### src/rtl/approx_err_pkg.sv
// Shared types and default widths for the approximate-multiplier error accumulator.
package approx_err_pkg;

  localparam int OP_W_DEF  = 8;
  localparam int CNT_W_DEF = 16;

  localparam int PROD_W    = 2 * OP_W_DEF;
  localparam int DIFF_W    = PROD_W + 1;
  localparam int SQ_W      = 2 * PROD_W;
  localparam int SQ_ACC_W  = SQ_W + CNT_W_DEF;
  localparam int ABS_ACC_W = PROD_W + CNT_W_DEF;

  typedef enum logic [1:0] {
    ST_IDLE   = 2'd0,
    ST_RUN    = 2'd1,
    ST_DRAIN  = 2'd2,
    ST_RESULT = 2'd3
  } state_t;

endpackage

### src/rtl/approx_err_pipe.sv
// Three-stage error datapath: exact product, |p - a*b| and mismatch, then square.
module approx_err_pipe
  import approx_err_pkg::*;
#(
  parameter int OP_W = OP_W_DEF
) (
  input  logic              clk,
  input  logic              rst,
  input  logic              sample_valid,
  input  logic [OP_W-1:0]   a,
  input  logic [OP_W-1:0]   b,
  input  logic [2*OP_W-1:0] p,
  output logic              err_valid,
  output logic [4*OP_W-1:0] err_sq,
  output logic [2*OP_W-1:0] err_abs,
  output logic              err_mism,
  output logic              pipe_busy
);

  localparam int PW = 2 * OP_W;
  localparam int DW = PW + 1;
  localparam int SW = 2 * PW;

  logic          v1;
  logic [PW-1:0] p1;
  logic [PW-1:0] prod1;

  logic          v2;
  logic [DW-1:0] d2;
  logic [PW-1:0] abs2;
  logic          mism2;

  logic [DW-1:0] diff;
  logic [DW-1:0] diff_mag;

  // Signed difference and its magnitude; |d| never exceeds 2^PW-1 so the top bit is dropped.
  always_comb begin
    diff = {1'b0, p1} - {1'b0, prod1};
    if (diff[DW-1]) begin
      diff_mag = ~diff + {{(DW-1){1'b0}}, 1'b1};
    end else begin
      diff_mag = diff;
    end
  end

  // S1: capture the approximate product and recompute the exact one.
  always_ff @(posedge clk) begin
    if (rst) begin
      v1    <= 1'b0;
      p1    <= {PW{1'b0}};
      prod1 <= {PW{1'b0}};
    end else begin
      v1 <= sample_valid;
      if (sample_valid) begin
        p1    <= p;
        prod1 <= {{OP_W{1'b0}}, a} * {{OP_W{1'b0}}, b};
      end
    end
  end

  // S2: signed difference, magnitude and mismatch flag.
  always_ff @(posedge clk) begin
    if (rst) begin
      v2    <= 1'b0;
      d2    <= {DW{1'b0}};
      abs2  <= {PW{1'b0}};
      mism2 <= 1'b0;
    end else begin
      v2 <= v1;
      if (v1) begin
        d2    <= diff;
        abs2  <= diff_mag[PW-1:0];
        mism2 <= (p1 != prod1);
      end
    end
  end

  // S3: square of the difference (computed from |d|, identical to d*d) plus |d| for accumulation.
  always_ff @(posedge clk) begin
    if (rst) begin
      err_valid <= 1'b0;
      err_sq    <= {SW{1'b0}};
      err_abs   <= {PW{1'b0}};
      err_mism  <= 1'b0;
    end else begin
      err_valid <= v2;
      if (v2) begin
        err_sq   <= {{PW{1'b0}}, abs2} * {{PW{1'b0}}, abs2};
        err_abs  <= abs2;
        err_mism <= mism2 & (d2 != {DW{1'b0}});
      end
    end
  end

  assign pipe_busy = v1 | v2 | err_valid;

endmodule

### src/rtl/approx_mult_err_acc.sv
// Windowed error-statistics accumulator for approximate 8x8 multipliers.
// Optional feature macro: APPROX_ERR_MAX_EN enables the running maximum of |d|.
module approx_mult_err_acc
  import approx_err_pkg::*;
#(
  parameter int OP_W  = OP_W_DEF,
  parameter int CNT_W = CNT_W_DEF
) (
  input  logic                    clk,
  input  logic                    rst,
  input  logic                    start,
  input  logic [CNT_W-1:0]        win_len,
  input  logic                    in_valid,
  output logic                    in_ready,
  input  logic [OP_W-1:0]         in_a,
  input  logic [OP_W-1:0]         in_b,
  input  logic [2*OP_W-1:0]       in_p,
  output logic                    busy,
  output logic                    res_valid,
  input  logic                    res_ready,
  output logic [4*OP_W+CNT_W-1:0] sum_sq_err,
  output logic [2*OP_W+CNT_W-1:0] sum_abs_err,
  output logic [CNT_W:0]          err_cnt,
  output logic [2*OP_W-1:0]       max_abs_err
);

  localparam int PW = 2 * OP_W;
  localparam int SW = 4 * OP_W;

  state_t         state;
  state_t         nxt;
  logic [CNT_W:0] remaining;

  logic           accept;
  logic           last_accept;
  logic           start_ok;

  logic           err_valid;
  logic [SW-1:0]  err_sq;
  logic [PW-1:0]  err_abs;
  logic           err_mism;
  logic           pipe_busy;

  assign accept      = in_valid & in_ready;
  assign last_accept = accept & (remaining == {{CNT_W{1'b0}}, 1'b1});
  assign start_ok    = (state == ST_IDLE) & start;

  approx_err_pipe #(.OP_W(OP_W)) u_pipe (
    .clk          (clk),
    .rst          (rst),
    .sample_valid (accept),
    .a            (in_a),
    .b            (in_b),
    .p            (in_p),
    .err_valid    (err_valid),
    .err_sq       (err_sq),
    .err_abs      (err_abs),
    .err_mism     (err_mism),
    .pipe_busy    (pipe_busy)
  );

  // Next-state logic for the window controller.
  always_comb begin
    nxt = state;
    case (state)
      ST_IDLE: begin
        if (start) nxt = ST_RUN;
        else       nxt = ST_IDLE;
      end
      ST_RUN: begin
        if (last_accept) nxt = ST_DRAIN;
        else             nxt = ST_RUN;
      end
      ST_DRAIN: begin
        if (!pipe_busy) nxt = ST_RESULT;
        else            nxt = ST_DRAIN;
      end
      ST_RESULT: begin
        if (res_ready) nxt = ST_IDLE;
        else           nxt = ST_RESULT;
      end
      default: nxt = ST_IDLE;
    endcase
  end

  // State register and registered handshake/status outputs derived from the next state.
  always_ff @(posedge clk) begin
    if (rst) begin
      state     <= ST_IDLE;
      in_ready  <= 1'b0;
      busy      <= 1'b0;
      res_valid <= 1'b0;
    end else begin
      state     <= nxt;
      in_ready  <= (nxt == ST_RUN);
      busy      <= (nxt != ST_IDLE);
      res_valid <= (nxt == ST_RESULT);
    end
  end

  // Remaining-sample counter; a zero window length means the full 2^CNT_W samples.
  always_ff @(posedge clk) begin
    if (rst) begin
      remaining <= {(CNT_W+1){1'b0}};
    end else if (start_ok) begin
      if (win_len == {CNT_W{1'b0}}) remaining <= {1'b1, {CNT_W{1'b0}}};
      else                          remaining <= {1'b0, win_len};
    end else if (accept) begin
      remaining <= remaining - {{CNT_W{1'b0}}, 1'b1};
    end else begin
      remaining <= remaining;
    end
  end

  // Error accumulators: cleared on an accepted start, summed from S3, held otherwise.
  always_ff @(posedge clk) begin
    if (rst) begin
      sum_sq_err  <= {(SW+CNT_W){1'b0}};
      sum_abs_err <= {(PW+CNT_W){1'b0}};
      err_cnt     <= {(CNT_W+1){1'b0}};
    end else if (start_ok) begin
      sum_sq_err  <= {(SW+CNT_W){1'b0}};
      sum_abs_err <= {(PW+CNT_W){1'b0}};
      err_cnt     <= {(CNT_W+1){1'b0}};
    end else if (err_valid) begin
      sum_sq_err  <= sum_sq_err + {{CNT_W{1'b0}}, err_sq};
      sum_abs_err <= sum_abs_err + {{CNT_W{1'b0}}, err_abs};
      err_cnt     <= err_cnt + {{CNT_W{1'b0}}, err_mism};
    end else begin
      sum_sq_err  <= sum_sq_err;
      sum_abs_err <= sum_abs_err;
      err_cnt     <= err_cnt;
    end
  end

`ifdef APPROX_ERR_MAX_EN
  // Running maximum of |d| over the window.
  always_ff @(posedge clk) begin
    if (rst) begin
      max_abs_err <= {PW{1'b0}};
    end else if (start_ok) begin
      max_abs_err <= {PW{1'b0}};
    end else if (err_valid && (err_abs > max_abs_err)) begin
      max_abs_err <= err_abs;
    end else begin
      max_abs_err <= max_abs_err;
    end
  end
`else
  assign max_abs_err = {PW{1'b0}};
`endif

endmodule

### config.mk
export PLATFORM = sky130hd
export DESIGN_NAME = approx_mult_err_acc
export DESIGN_NICKNAME = d
export VERILOG_FILES = /design/src/rtl/approx_err_pkg.sv /design/src/rtl/approx_err_pipe.sv /design/src/rtl/approx_mult_err_acc.sv
export SDC_FILE = /design/constraint.sdc
export NUM_CORES = 1
export LEC_CHECK = 0
export ABC_AREA = 0
export CORE_UTILIZATION = 47
export DETAILED_ROUTE_END_ITERATION = 10
export GPL_ROUTABILITY_DRIVEN = 0
export GPL_TIMING_DRIVEN = 0
export PLACE_DENSITY_LB_ADDON = 0.08
export SLEW_MARGIN = 20
export SYNTH_ARGS = -nofsm -noshare
export SYNTH_HDL_FRONTEND = slang
export SYNTH_SLANG_ARGS = --single-unit
export TNS_END_PERCENT = 20
### constraint.sdc
create_clock -name clk -period 6.6 [get_ports clk]
set_input_delay 1.32 -clock clk [delete_from_list [all_inputs] [get_ports clk]]
set_output_delay 1.32 -clock clk [all_outputs]
set_load 0.01 [all_outputs]
==> flow_summary.ini <==
[sta]
period_minus_slack_ps = 6424
finalCritPeriodShare_pct = 97.33
slew_headroom_pct = 37.70
max_freq_mhz = 155.7
finalClockSkew_ps = 32.84
worst_slack_ps = 176.4
setup_tns_ps = 0
drv_slew = 0
rsz0062_at_grt = true
hold_viol = 0
setup_violations = 0
tightest_slew_ps = 934.4

[power_and_ir_drop]
vdd_ir_drop_max_uv = 164.6
internal_power_w = 0.002929
share_comb_of_total_power_pct = 30.3
power.share.clock_pct = 35.2
power.leakage_nw = 11.59
p_sw_w = 0.001465
pwr-share-seq_pct = 34.5
p_sw_share_pct = 33.34
p_per_area_nw_per_um2 = 173.9

[die]
dieArea_um2 = 47150
rows = 78
initial_core_util_pct = 47.84
die_x_um = 217.2
io_pins = 169
core-area_um2 = 45480
die_h_um = 217.2

[setup_path]
end_kind = flop
r2r-start = u_pipe.abs2[4]$_SDFFE_PP0P_
required_ps = 7040
cpPeakStageDelay_ps = 550
crit_top_cell = fa_1
crit_chain = clkbuf_16 > buf_6 > nand2_1 > fa_2 > fa_1 > inv_1 > fa_1 > fa_1 > fa_1 > inv_1 > fa_1 > inv_1 > ha_2 > a21oi_2 > o21ai_0 > a21o_1 > a221oi_4 > a21oi_2 > nand2b_4 > and3b_1 > or4_1
path_max_fanout = 10
r2r_slack_ps = 180
reg2regPathDepth = 21
cp.depth = 21
crit_arrival_ps = 6860
endpoint = u_pipe.err_sq[28]$_SDFFE_PP0P_
reg2reg_to = u_pipe.err_sq[28]$_SDFFE_PP0P_
crit_path_top_delay_cell = fa_1
cp.buffers_inverters = 5
path_class = reg -> reg
start_kind = flop
cp_top_family = adder cells
critPathLaunch = u_pipe.abs2[4]$_SDFFE_PP0P_

[yosys]
ys_warn_count = 0
ys.flop_type = dfxtp_1
yosys.cell_types.count = 69
postSynthRegisterBits = 234
synthArstFlopShare_pct = 0
synthCells = 2581
synth-edff-count = 0
synthesis.area_um2 = 21760
ys_seq_area_share_pct = 21.53
avgSynthCellArea_um2 = 8.429

[cells_and_area]
multi_input_area_um2 = 15440
drive_gt1_share_pct = 5.084
nNetsFinal = 3234
post-route-cell-area_um2 = 25270
area_growth_pct = 16.15
n_fill_cell = 4293
diodes = 0
layout_common_cells = 337 x inv_1, 252 x nor2_1, 251 x nand2_1
final_common_cell = inv_1
ff_latch_area_um2 = 4715

[drt]
first_iter_violations = 904
vias = 18290
drtAntennaViolNets = 0
via_per_inst = 5.389
firstDrtPassIters = 5
wire_per_inst_um = 17.49
wl_mm = 59.36
drc_errors = 0

[clocking]
tritoncts = done
cts-root-buf = clkbuf_16
clk_latency_ps = 560
clk_pin_slew_worst_paths_ps = 60
cts_buffer_depth = 3
cts_hold_buf = 0
cts_buffers = 26
clock-sinks = 234
cts_max_level = 1

[placed_design]
dp_hpwl_mm = 48.14
portBuffers = 150
dpl_cell_area_um2 = 24060
pre_cts_slack_ps = -1290

[grt]
grt_pass1_vias = 17840
grt_pass1_wl_mm = 95.70
grtUsageTotal_pct = 25.42
grt_max_degree = 14
antenna_found_initial = 0
overflow = 0

[flow_run]
cap_violations = 0

[outcome]
status = finished clean

[min_path]
hold_path.class = reg -> reg
whs_path_depth = 2
logic make-up after synthesis:
kind of cell,share of synthesized area [%]
xor+xnor,5.274
flops,21.53
simple gates,17.77
other cells,0.01724
buf+inv,8.247
compound gates,13.16
fa+ha+maj,30.31
mux,3.692
power by group through the flow:
stage	clock, W	combinational (W)	sequential (W)
final	0.00155	0.00133	0.00151
after global placement	0	0.00130	0.00154
after global routing	0.00164	0.00151	0.00152
after floorplan	0	0.000990	0.00152
after CTS	0.00158	0.00133	0.00151
after detailed placement	0	0.00132	0.00154
what timing repair did:
action / 4_1_cts / 5_1_grt
resized for setup: 63 / 34
setup endpoints to repair: 19 / 8
pin swaps: 1 / 4
buffers inserted: 1 / 5
worst min-delay path by stage:
stage	from	endpoint	slack [ps]
2_1_floorplan	u_pipe.prod1[10]$_SDFFE_PP0P_	u_pipe.prod1[10]$_SDFFE_PP0P_	430
3_3_place_gp	u_pipe.prod1[11]$_SDFFE_PP0P_	u_pipe.prod1[11]$_SDFFE_PP0P_	440
3_5_place_dp	u_pipe.prod1[10]$_SDFFE_PP0P_	u_pipe.prod1[10]$_SDFFE_PP0P_	450
4_1_cts	u_pipe.prod1[10]$_SDFFE_PP0P_	u_pipe.prod1[10]$_SDFFE_PP0P_	460
5_1_grt	u_pipe.p1[8]$_SDFFE_PP0P_	u_pipe.p1[8]$_SDFFE_PP0P_	480
6_report	u_pipe.p1[0]$_SDFFE_PP0P_	u_pipe.p1[0]$_SDFFE_PP0P_	460
per-stage QoR:
| step | total power, W | hold slack (ps) | cells | util (%) |
|---|---|---|---|---|
| after floorplan | 0.002505 | 431.9 | 2596 | - |
| after global placement | 0.002841 | 443.7 | 3346 | 52.91 |
| after detailed placement | 0.002854 | 448.1 | 3346 | 52.91 |
| after CTS | 0.004421 | 457.8 | 3389 | 55.25 |
| after global routing | 0.004663 | 483.2 | 3393 | 55.56 |
| final | 0.004394 | 458.0 | 3393 | 55.56 |
state kept, by name, indices dropped and copies added, names as in the netlist:
signal,flops
busy,1
u_pipe.v2,1
u_pipe.err_abs,16
res_valid,1
u_pipe.err_mism,1
u_pipe.err_valid,1
sum_abs_err,32
state,2
err_cnt,17
u_pipe.p1,16
u_pipe.d2,16
in_ready,1
u_pipe.err_sq,30
u_pipe.abs2,16
u_pipe.mism2,1
remaining,17
u_pipe.v1,1
u_pipe.prod1,16
sum_sq_err,48
synth_stat cells (all sizes together) (22+ instances only):
cell type / number / area share (%)
a211oi: 57 / 2.0
a21o: 46 / 1.6
a21oi: 126 / 2.9
a31oi: 22 / 0.63
and2: 81 / 2.3
and3: 23 / 0.66
buf: 40 / 0.97
clkbuf: 80 / 1.4
dfxtp: 234 / 22
fa: 200 / 18
ha: 207 / 12
inv: 340 / 5.9
mux2i: 78 / 3.6
nand2: 251 / 4.3
nand3: 58 / 1.3
nor2: 253 / 4.4
nor3: 40 / 0.92
o21ai: 80 / 1.8
or3: 23 / 0.66
xnor2: 81 / 3.3
xor2: 50 / 2.0
layer usage:
metal / vias up / wire (um) / track usage, %
li1: 8935 / - / -
met1: 8902 / 27080 / 34.98
met2: 385 / 28260 / 42.81
met3: 64 / 2837 / 3.145
met4: 0 / 1179 / 4.977
met5: - / 0 / 0
area by class of cell:
cell class,count,area share [%]
Clock buffer,34,2.852
Clock inverter,13,0.7576
Inverter,342,5.125
Sequential cell,234,18.66
Tap cell,600,2.971
Timing Repair Buffer,156,6.120
Buffer,114,2.416
Multi-Input combinational cell,1900,61.10
worst min-delay path: cells and delay by family, from the launching register on:
kind	cells	cell delay, ps
AO/OA/AOI/OAI	1	50
flip-flops	1	310
AND/OR/NAND/NOR	1	50
Power figures use the tool's default switching activity.
